**src/rtl/axi_engine_seq.sv**
```systemverilog
// axi_engine_seq: writes a seeded pattern over a strided address range through the AXI engine,
// reads it back and checks it. Define SEQ_TIMEOUT_EN to enable the per-operation watchdog.
module axi_engine_seq #(
    parameter int ADDR_WIDTH     = 33,
    parameter int DATA_WIDTH     = 256,
    parameter int CNT_WIDTH      = 16,
    parameter int TIMEOUT_CYCLES = 4096
) (
    input  logic                  clk,
    input  logic                  reset,
    input  logic                  cfg_start,
    input  logic [ADDR_WIDTH-1:0] cfg_base_addr,
    input  logic [ADDR_WIDTH-1:0] cfg_stride,
    input  logic [CNT_WIDTH-1:0]  cfg_count,
    input  logic [31:0]           cfg_seed,
    output logic                  busy,
    output logic                  done,
    output logic [CNT_WIDTH-1:0]  err_cnt,
    output logic [ADDR_WIDTH-1:0] first_err_addr,
    output logic [31:0]           cycle_cnt,
    output logic                  timeout,
    output logic                  start_wr,
    output logic                  start_rd,
    output logic [ADDR_WIDTH-1:0] write_addr,
    output logic [ADDR_WIDTH-1:0] read_addr,
    output logic [DATA_WIDTH-1:0] write_data,
    input  logic                  end_wr,
    input  logic                  end_rd,
    input  logic [DATA_WIDTH-1:0] read_data
);
    localparam int LANES = DATA_WIDTH / 32;

    if (DATA_WIDTH % 32 != 0 || TIMEOUT_CYCLES < 1) begin : g_bad_cfg
        $error("axi_engine_seq: DATA_WIDTH must be a multiple of 32 and TIMEOUT_CYCLES >= 1");
    end

    typedef enum logic [2:0] {
        S_IDLE, S_WR_ISSUE, S_WR_WAIT, S_RD_ISSUE, S_RD_WAIT, S_DONE
    } state_t;

    state_t                r_state, w_next;
    logic [ADDR_WIDTH-1:0] r_base, r_stride, r_addr, r_first_err;
    logic [CNT_WIDTH-1:0]  r_count, r_idx, r_err_cnt, w_idx_inc;
    logic [31:0]           r_seed, r_cycle_cnt, w_idx_sh;
    logic [DATA_WIDTH-1:0] w_pat;
    logic                  w_last, w_wr_ack, w_rd_ack, w_mismatch, w_expire;

    assign w_idx_inc  = r_idx + CNT_WIDTH'(1);
    assign w_last     = (w_idx_inc == r_count);
    assign w_wr_ack   = (r_state == S_WR_WAIT) && end_wr;
    assign w_rd_ack   = (r_state == S_RD_WAIT) && end_rd;
    assign w_idx_sh   = 32'(r_idx) << 8;
    assign w_mismatch = (read_data != w_pat);

    for (genvar j = 0; j < LANES; j++) begin : g_lane
        assign w_pat[j*32 +: 32] = r_seed ^ w_idx_sh ^ 32'(j);
    end

    always_ff @(posedge clk) begin
        if (reset) r_state <= S_IDLE;
        else       r_state <= w_next;
    end

    always_comb begin
        w_next = r_state;
        case (r_state)
            S_IDLE:     if (cfg_start) w_next = (cfg_count == '0) ? S_DONE : S_WR_ISSUE;
            S_WR_ISSUE: w_next = S_WR_WAIT;
            S_WR_WAIT: begin
                if (w_wr_ack)      w_next = w_last ? S_RD_ISSUE : S_WR_ISSUE;
                else if (w_expire) w_next = S_DONE;
            end
            S_RD_ISSUE: w_next = S_RD_WAIT;
            S_RD_WAIT: begin
                if (w_rd_ack)      w_next = w_last ? S_DONE : S_RD_ISSUE;
                else if (w_expire) w_next = S_DONE;
            end
            S_DONE:     w_next = S_IDLE;
            default:    w_next = S_IDLE;
        endcase
    end

    always_comb begin
        busy     = (r_state != S_IDLE);
        done     = (r_state == S_DONE);
        start_wr = (r_state == S_WR_ISSUE);
        start_rd = (r_state == S_RD_ISSUE);
    end

    // Address advances incrementally; ADDR_WIDTH-bit adds give the required modulo wrap.
    always_ff @(posedge clk) begin
        if (reset) begin
            r_base      <= '0;
            r_stride    <= '0;
            r_count     <= '0;
            r_seed      <= '0;
            r_idx       <= '0;
            r_addr      <= '0;
            r_err_cnt   <= '0;
            r_first_err <= '0;
            r_cycle_cnt <= '0;
        end else begin
            if (r_state == S_IDLE && cfg_start) begin
                r_base      <= cfg_base_addr;
                r_stride    <= cfg_stride;
                r_count     <= cfg_count;
                r_seed      <= cfg_seed;
                r_idx       <= '0;
                r_addr      <= cfg_base_addr;
                r_err_cnt   <= '0;
                r_first_err <= '0;
                r_cycle_cnt <= '0;
            end else if (r_state != S_IDLE) begin
                r_cycle_cnt <= r_cycle_cnt + 32'd1;
            end
            if (w_rd_ack && w_mismatch) begin
                if (r_err_cnt == '0) r_first_err <= r_addr;
                if (r_err_cnt != '1) r_err_cnt <= r_err_cnt + 1'b1;
            end
            if (w_wr_ack || w_rd_ack) begin
                if (w_last) begin
                    r_idx  <= '0;
                    r_addr <= r_base;
                end else begin
                    r_idx  <= w_idx_inc;
                    r_addr <= r_addr + r_stride;
                end
            end
        end
    end

`ifdef SEQ_TIMEOUT_EN
    localparam int WD_W = $clog2(TIMEOUT_CYCLES + 1);
    logic [WD_W-1:0] r_wd;
    logic            r_timeout, w_waiting;

    assign w_waiting = (r_state == S_WR_WAIT) || (r_state == S_RD_WAIT);
    assign w_expire  = w_waiting && (r_wd == WD_W'(TIMEOUT_CYCLES - 1));

    always_ff @(posedge clk) begin
        if (reset) begin
            r_wd      <= '0;
            r_timeout <= 1'b0;
        end else begin
            if (r_state == S_IDLE && cfg_start)        r_timeout <= 1'b0;
            else if (w_expire && !w_wr_ack && !w_rd_ack) r_timeout <= 1'b1;
            if (start_wr || start_rd) r_wd <= '0;
            else if (w_waiting)       r_wd <= r_wd + 1'b1;
        end
    end
    assign timeout = r_timeout;
`else
    assign w_expire = 1'b0;
    assign timeout  = 1'b0;
`endif

    assign err_cnt        = r_err_cnt;
    assign first_err_addr = r_first_err;
    assign cycle_cnt      = r_cycle_cnt;
    assign write_addr     = r_addr;
    assign read_addr      = r_addr;
    assign write_data     = busy ? w_pat : '0;
endmodule
```
**config.mk**
```make
export PLATFORM = sky130hd
export DESIGN_NAME = axi_engine_seq
export DESIGN_NICKNAME = d
export VERILOG_FILES = /design/src/rtl/axi_engine_seq.sv
export SDC_FILE = /design/constraint.sdc
export NUM_CORES = 1
export LEC_CHECK = 0
export CAP_MARGIN = 10
export CORE_AREA = 5 5 298 300
export CTS_CLUSTER_DIAMETER = 80
export DETAILED_ROUTE_END_ITERATION = 12
export DIE_AREA = 0 0 303 305
export PLACE_DENSITY = 0.48
export SLEW_MARGIN = 10
export SYNTH_ARGS = -nofsm -noshare
export SYNTH_HDL_FRONTEND = slang
export SYNTH_SLANG_ARGS = --single-unit
```
**constraint.sdc**
```tcl
create_clock -name clk -period 7.3 [get_ports clk]
set_clock_uncertainty 0.2 [all_clocks]
set_input_delay 2.19 -clock clk [delete_from_list [all_inputs] [get_ports clk]]
set_output_delay 2.19 -clock clk [all_outputs]
set_load 0.02 [all_outputs]
```
==> flow_summary.json, run 1 <==
{
  "synth_area_leaders": "dfxtp_1 (29%), buf_4 (12%), nand2_1 (9.4%), a21oi_1 (5.9%), xor2_1 (3.6%)",
  "die_h_um": 305,
  "dpl.hpwl_um": 70570,
  "p_seq_share_pct": 32.8,
  "grt-ovfl-total": 0,
  "netlist_area_um2": 16830,
  "pwr-share-comb_pct": 27.1,
  "fin_crit_sh_pct": 78.60,
  "num_vias": 17460,
  "min_period_ps": 5737,
  "synth_seq_cells": 247,
  "grt_pass1_wl_um": 123600,
  "crit_required_ps": 7510,
  "cts_setup_buffers": 0,
  "ys_seq_area_share_pct": 29.38,
  "cap_viol_max_count": 0,
  "setup_viol": 0,
  "holdWs_ps": 248.6,
  "finalWeightedCongestion": 0.9163,
  "drive_gt1_share_pct": 4.547,
  "start_util_pct": 19.58,
  "cts_resized": 0,
  "coreArea_um2": 85940,
  "cp.buffers_inverters": 2,
  "synth_compound_area_share_pct": 15.39,
  "fp.dieW_um": 303,
  "endpoint_kind": "register",
  "rsz0062_at_grt": "false",
  "vdd_drop_max_mv": 0.1445,
  "syn-num-nets": 2647,
  "synthMuxAreaShare_pct": 3.219,
  "final_cell_mix": "clkdlybuf4s50_1 (780), nand2_1 (421), dfxtp_1 (247)",
  "track_usage_pct": 17.84,
  "fin_ws_ps": 1563,
  "tns_ps": 0,
  "synth_edf_count": 0,
  "placedCellCount": 3820,
  "synthXorXnorAreaFrac_pct": 7.753,
  "netlist_instances": 2235,
  "first_iter_violations": 964,
  "synth_simple_gate_area_share_pct": 26.16,
  "crit_slowest_cell": "nor4_4",
  "die-area_um2": 92420,
  "syn_to_final_growth_pct": 49.70,
  "path_delay_family": "simple AND/OR/NAND/NOR gates",
  "cts_buffers": 36,
  "drtAntennaViolNets": 0,
  "ys.flop_type": "dfxtp_1",
  "ctsRootBufferMaster": "clkbuf_16",
  "io_buffers": 781,
  "vias_per_cell": 4.475,
  "postCtsHoldBufs": 0,
  "drc": 0,
  "grt_pass1_vias": 17520,
  "firstDrtPassIters": 5,
  "fin_cells": 3902,
  "num_io_pins": 783,
  "yosysWarnings": 0,
  "layout.nets": 3115,
  "crit_fanout": 19,
  "pre_cts_ws_ps": 946.3,
  "tightest_slew_ps": 1166,
  "drt-total-wl_um": 87930,
  "power_density_nw_per_um2": 184.1,
  "holdCritPathClass": "reg2reg",
  "power_leakage_nw": 8.946,
  "clk_pin_slew_ps": 60,
  "fmax_mhz": 174.3,
  "worst-setup-path-type": "in2reg",
  "switchingPower_w": 0.001482,
  "drv_slew": 0,
  "synth.avg_cell_area_um2": 7.531,
  "cts_buffer_depth": 3,
  "antenna_found_initial": 29,
  "wl_per_cell_um": 22.53,
  "fill_cells": 9357,
  "yosys.area.top_type": "dfxtp_1",
  "hold_viol": 0,
  "synthArstFlopShare_pct": 0,
  "slew_headroom_pct": 21.95,
  "fin_area_um2": 25200,
  "grt_max_degree": 77,
  "netlist.area_leader.share_pct": 29.38,
  "path_cells": "clkdlybuf4s50_1 > or2_2 > a2111oi_0 > o2111ai_1 > nor4_1 > nand4_1 > nor4_4 > or2_1 > nor2_4 > buf_4 > mux2i_1",
  "arrival_ps": 5950,
  "cts_tree": "done",
  "clk_latency_ps": 540,
  "synth_top_family_by_area": "simple AND/OR/NAND/NOR gates",
  "status": "finished, final reports clean",
  "p_int_w": 0.003156,
  "startpoint_type": "primary input",
  "synthAdderAreaFrac_pct": 2.795,
  "htreeDepth": 2,
  "placed_area_um2": 23890,
  "switching_share_pct": 31.96,
  "placementRows": 108,
  "clock-sinks": 247,
  "layout_commonest_cell": "clkdlybuf4s50_1",
  "crit_path_max_incr_delay_ps": 540,
  "synth_cell_types": 78,
  "clockPowerShare_pct": 40.0
}
-- layer usage --
| metal | part of all wire, % | routed length [µm] | track usage (%) | vias up |
|---|---|---|---|---|
| met1 | 40 | 34930 | 20.33 | 8276 |
| li1 | - | - | - | 8484 |
| met5 | 0.10 | 90 | 0 | - |
| met2 | 49 | 43080 | 31.33 | 572 |
| met4 | 4.0 | 3516 | 7.193 | 14 |
| met3 | 7.2 | 6315 | 4.990 | 117 |
-- cells by family after synthesis --
family / Yosys count
AOI/OAI and AO/OA: 428
xor gates and xnor gates: 143
adders and majority gates: 37
buffers and inverters: 406
DFF: 247
muxes: 54
other: 1
and+or+nand+nor: 919
-- layout make-up --
class                   instances  area (µm²)  area share, %
clock buffers                  48        1059          4.201
flip-flops and latches        247        4945          19.62
multi-input cells            1582        9358          37.14
diodes                         20       50.05         0.1986
inverters                      27       101.3         0.4022
well taps                    1155        1445          5.735
repair buffers                809        8041          31.91
clock inverters                14       197.7         0.7846
-- worst paths after layout --
path	endpoint	depth (start not counted)	slack, ps	from
setup / recovery	first_err_addr[20]	11	1560	read_data[63]
hold / removal	r_base[28]	2	250	r_base[28]
setup reg to reg	r_idx[14]	10	2950	r_idx[0]
hold reg to reg	r_base[28]	2	250	r_base[28]
-- state kept, by name (all words and copies together) (netlist names) --
register	cells
r_stride	33
r_idx	16
err_cnt	16
r_seed	32
r_count	16
r_base	33
cycle_cnt	32
first_err_addr	33
r_state	3
read_addr	33
-- synth_stat cells, types with 36 or more instances --
cell type  number
xor2_1         70
and3_1         53
nand3_1        55
ha_1           36
xnor2_1        66
nand4_1        43
dfxtp_1       247
o21ai_0        45
nand2_1       422
nor2_1        127
nor3_1         43
mux2i_1        53
a21oi_1       198
buf_4         261
clkbuf_1       83
-- worst min-delay path, delay by kind of cell, from the launching register on --
kind	cells	cell delay, ps
DFF	1	300
and+or+nand+nor	1	50
AOI/OAI and AO/OA	1	50
-- metrics by stage --
stage               utilization, %  total power [W]
finish                       29.32         0.004638
global placement             27.80         0.002825
floorplan                        -         0.002230
global route                 29.29         0.004861
detailed placement           27.80         0.002826
CTS                          29.26         0.004733
-- power groups by stage --
stage | Clock [W] | Combinational, W | Sequential [W]
global route | 0.00197 | 0.00136 | 0.00153
detailed placement | 0 | 0.00127 | 0.00155
CTS | 0.00193 | 0.00128 | 0.00152
global placement | 0 | 0.00127 | 0.00155
floorplan | 0 | 0.000711 | 0.00152
finish | 0.00186 | 0.00126 | 0.00152
No activity file was read; power rests on OpenSTA's default activity.
==> inputs of run 2 (changes only) <==
Settings changed: PLACE_DENSITY 0.48 to 0.5.
Clock period 7.3 ns to 4.6 ns, I/O delays scaled along.
==> run 2 against run 1 <==
Against the previous run:
- global-route usage about the same
- hold slack better by 0.72 ps
- clock power up 48%
- sequential cell count unchanged
- non-clock buffer count up 41
- critical path depth up 1
- register-to-register slack worse by 2500 ps
- combinational power up 62%
- critical path type unchanged
==> flow_summary.json, run 2 (same netlist as run 1, synthesis figures left out) <==
{
  "status": "finished, final reports clean",
  "clock-sinks": 247,
  "setup_viol": 0,
  "clk_pin_slew_ps": 50,
  "pre_cts_ws_ps": -1022,
  "power_leakage_nw": 9.161,
  "fin_ws_ps": 135.0,
  "num_io_pins": 783,
  "fp.dieW_um": 303,
  "r2r-end": "r_idx[14]",
  "worst-setup-path-type": "in2reg",
  "coreArea_um2": 85940,
  "crit_path_max_incr_delay_ps": 500,
  "grt_pass1_vias": 17220,
  "dr_wl_met3_um": 6211,
  "hold_viol": 0,
  "io_buffers": 781,
  "power_density_nw_per_um2": 282.9,
  "endpoint_kind": "register",
  "start_util_pct": 19.58,
  "regToRegSetupSlack_ps": 420,
  "r2r-start": "r_idx[1]",
  "holdCritPathClass": "reg2reg",
  "startpoint": "read_data[155]",
  "tightest_slew_ps": 1008,
  "min_period_ps": 4465,
  "syn_to_final_growth_pct": 51.30,
  "top_layer": "met5",
  "wl_met2_um": 42490,
  "placedCellCount": 3861,
  "crit_slowest_cell": "nor4_4",
  "num_vias": 17510,
  "final_cell_mix": "clkdlybuf4s50_1 (778), nand2_1 (421), dfxtp_1 (247)",
  "drtAntennaViolNets": 0,
  "clk_latency_ps": 540,
  "slew_headroom_pct": 32.80,
  "fin_crit_sh_pct": 97.07,
  "met1_length_um": 35190,
  "ctsRootBufferMaster": "clkbuf_16",
  "drive_gt1_share_pct": 6.248,
  "track_usage_pct": 17.83,
  "cts_tree": "done",
  "dpl.hpwl_um": 70440,
  "startpoint_type": "primary input",
  "rsz0062_at_grt": "false",
  "reg2reg_depth": 10,
  "arrival_ps": 4680,
  "path_cells": "clkdlybuf4s50_1 > or3_1 > a22oi_1 > o221ai_1 > nor4_4 > nand3_1 > nor4_4 > buf_4 > or2_1 > nor2_4 > buf_12 > mux2i_1",
  "cp.depth": 12,
  "crit_fanout": 25,
  "cap_viol_max_count": 0,
  "finalWeightedCongestion": 0.8984,
  "drt-total-wl_um": 88010,
  "fin_cells": 3941,
  "crit_required_ps": 4810,
  "postCtsHoldBufs": 0,
  "p_total_w": 0.007205,
  "firstDrtPassIters": 5,
  "setup.worst_path.end": "first_err_addr[30]",
  "cp.buffers_inverters": 3,
  "placementRows": 108,
  "cts_buffer_depth": 3,
  "wl_per_cell_um": 22.33,
  "antenna_found_initial": 27,
  "drc": 0,
  "cp_common_cell": "nor4_4",
  "vias_per_cell": 4.443,
  "vdd_drop_max_mv": 0.1882,
  "fmax_mhz": 224.0,
  "first_iter_violations": 984,
  "drv_slew": 0,
  "layout.nets": 3156,
  "die-area_um2": 92420,
  "grt-ovfl-total": 0,
  "grt_max_degree": 144,
  "die_h_um": 305,
  "cts_buffers": 36,
  "grt_pass1_wl_um": 122900,
  "path_delay_family": "simple AND/OR/NAND/NOR gates",
  "htreeDepth": 2,
  "layout_commonest_cell": "clkdlybuf4s50_1"
}
run 2: metrics by stage:
stage / setup TNS [ps] / instance area (µm²) / utilization (%) / hold WS (ps)
6_report: 0 / 25470 / 29.63 / 249.3
5_1_grt: 0 / 25460 / 29.63 / 271.9
4_1_cts: 0 / 25420 / 29.57 / 250.4
3_5_place_dp: -48210 / 24230 / 28.19 / 242.6
3_3_place_gp: -49560 / 24230 / 28.19 / 238.0
2_1_floorplan: 0 / 16830 / - / 232.1
run 2: area by class of cell:
type / instances / area, µm²
tap: 1155 / 1445
sequential: 247 / 4945
clock inverter: 14 / 141.4
inverter: 27 / 101.3
multi-input combinational: 1582 / 9389
fill: 9373 / 60480
antenna: 17 / 42.54
clock buffer: 49 / 1020
timing repair buffer: 850 / 8382
run 2: worst min path at each step:
stage / start / to / slack [ps] / cells after the start
floorplan: r_base[18] / read_addr[18] / 230 / 2
global placement: r_base[28] / r_base[28] / 240 / 2
detailed placement: r_base[30] / r_base[30] / 240 / 2
CTS: r_base[30] / r_base[30] / 250 / 2
global route: r_stride[14] / r_stride[14] / 270 / 2
finish: r_base[28] / r_base[28] / 250 / 2
run 2: timing repair:
action | CTS | global route
buffers inserted | 0 | 0
setup endpoints to repair | 81 | 24
gates resized for setup | 6 | 3
run 2: power breakdown:
part           internal, W  switching, W
combinational     0.000934       0.00110
sequential         0.00226      0.000153
clock              0.00167       0.00109
run 2: worst reg2reg max path, delay by kind of cell (launching register included):
kind | cells | cell delay [ps]
AO/OA/AOI/OAI | 4 | 860
adder cells (fa/ha/maj) | 1 | 390
flip-flops | 1 | 530
AND/OR/NAND/NOR | 5 | 2070
run 2: metal layers:
metal	up-vias	track usage (%)
met3	142	4.826
met5	-	0
met1	8182	20.67
met2	598	30.52
met4	20	8.167
li1	8568	-
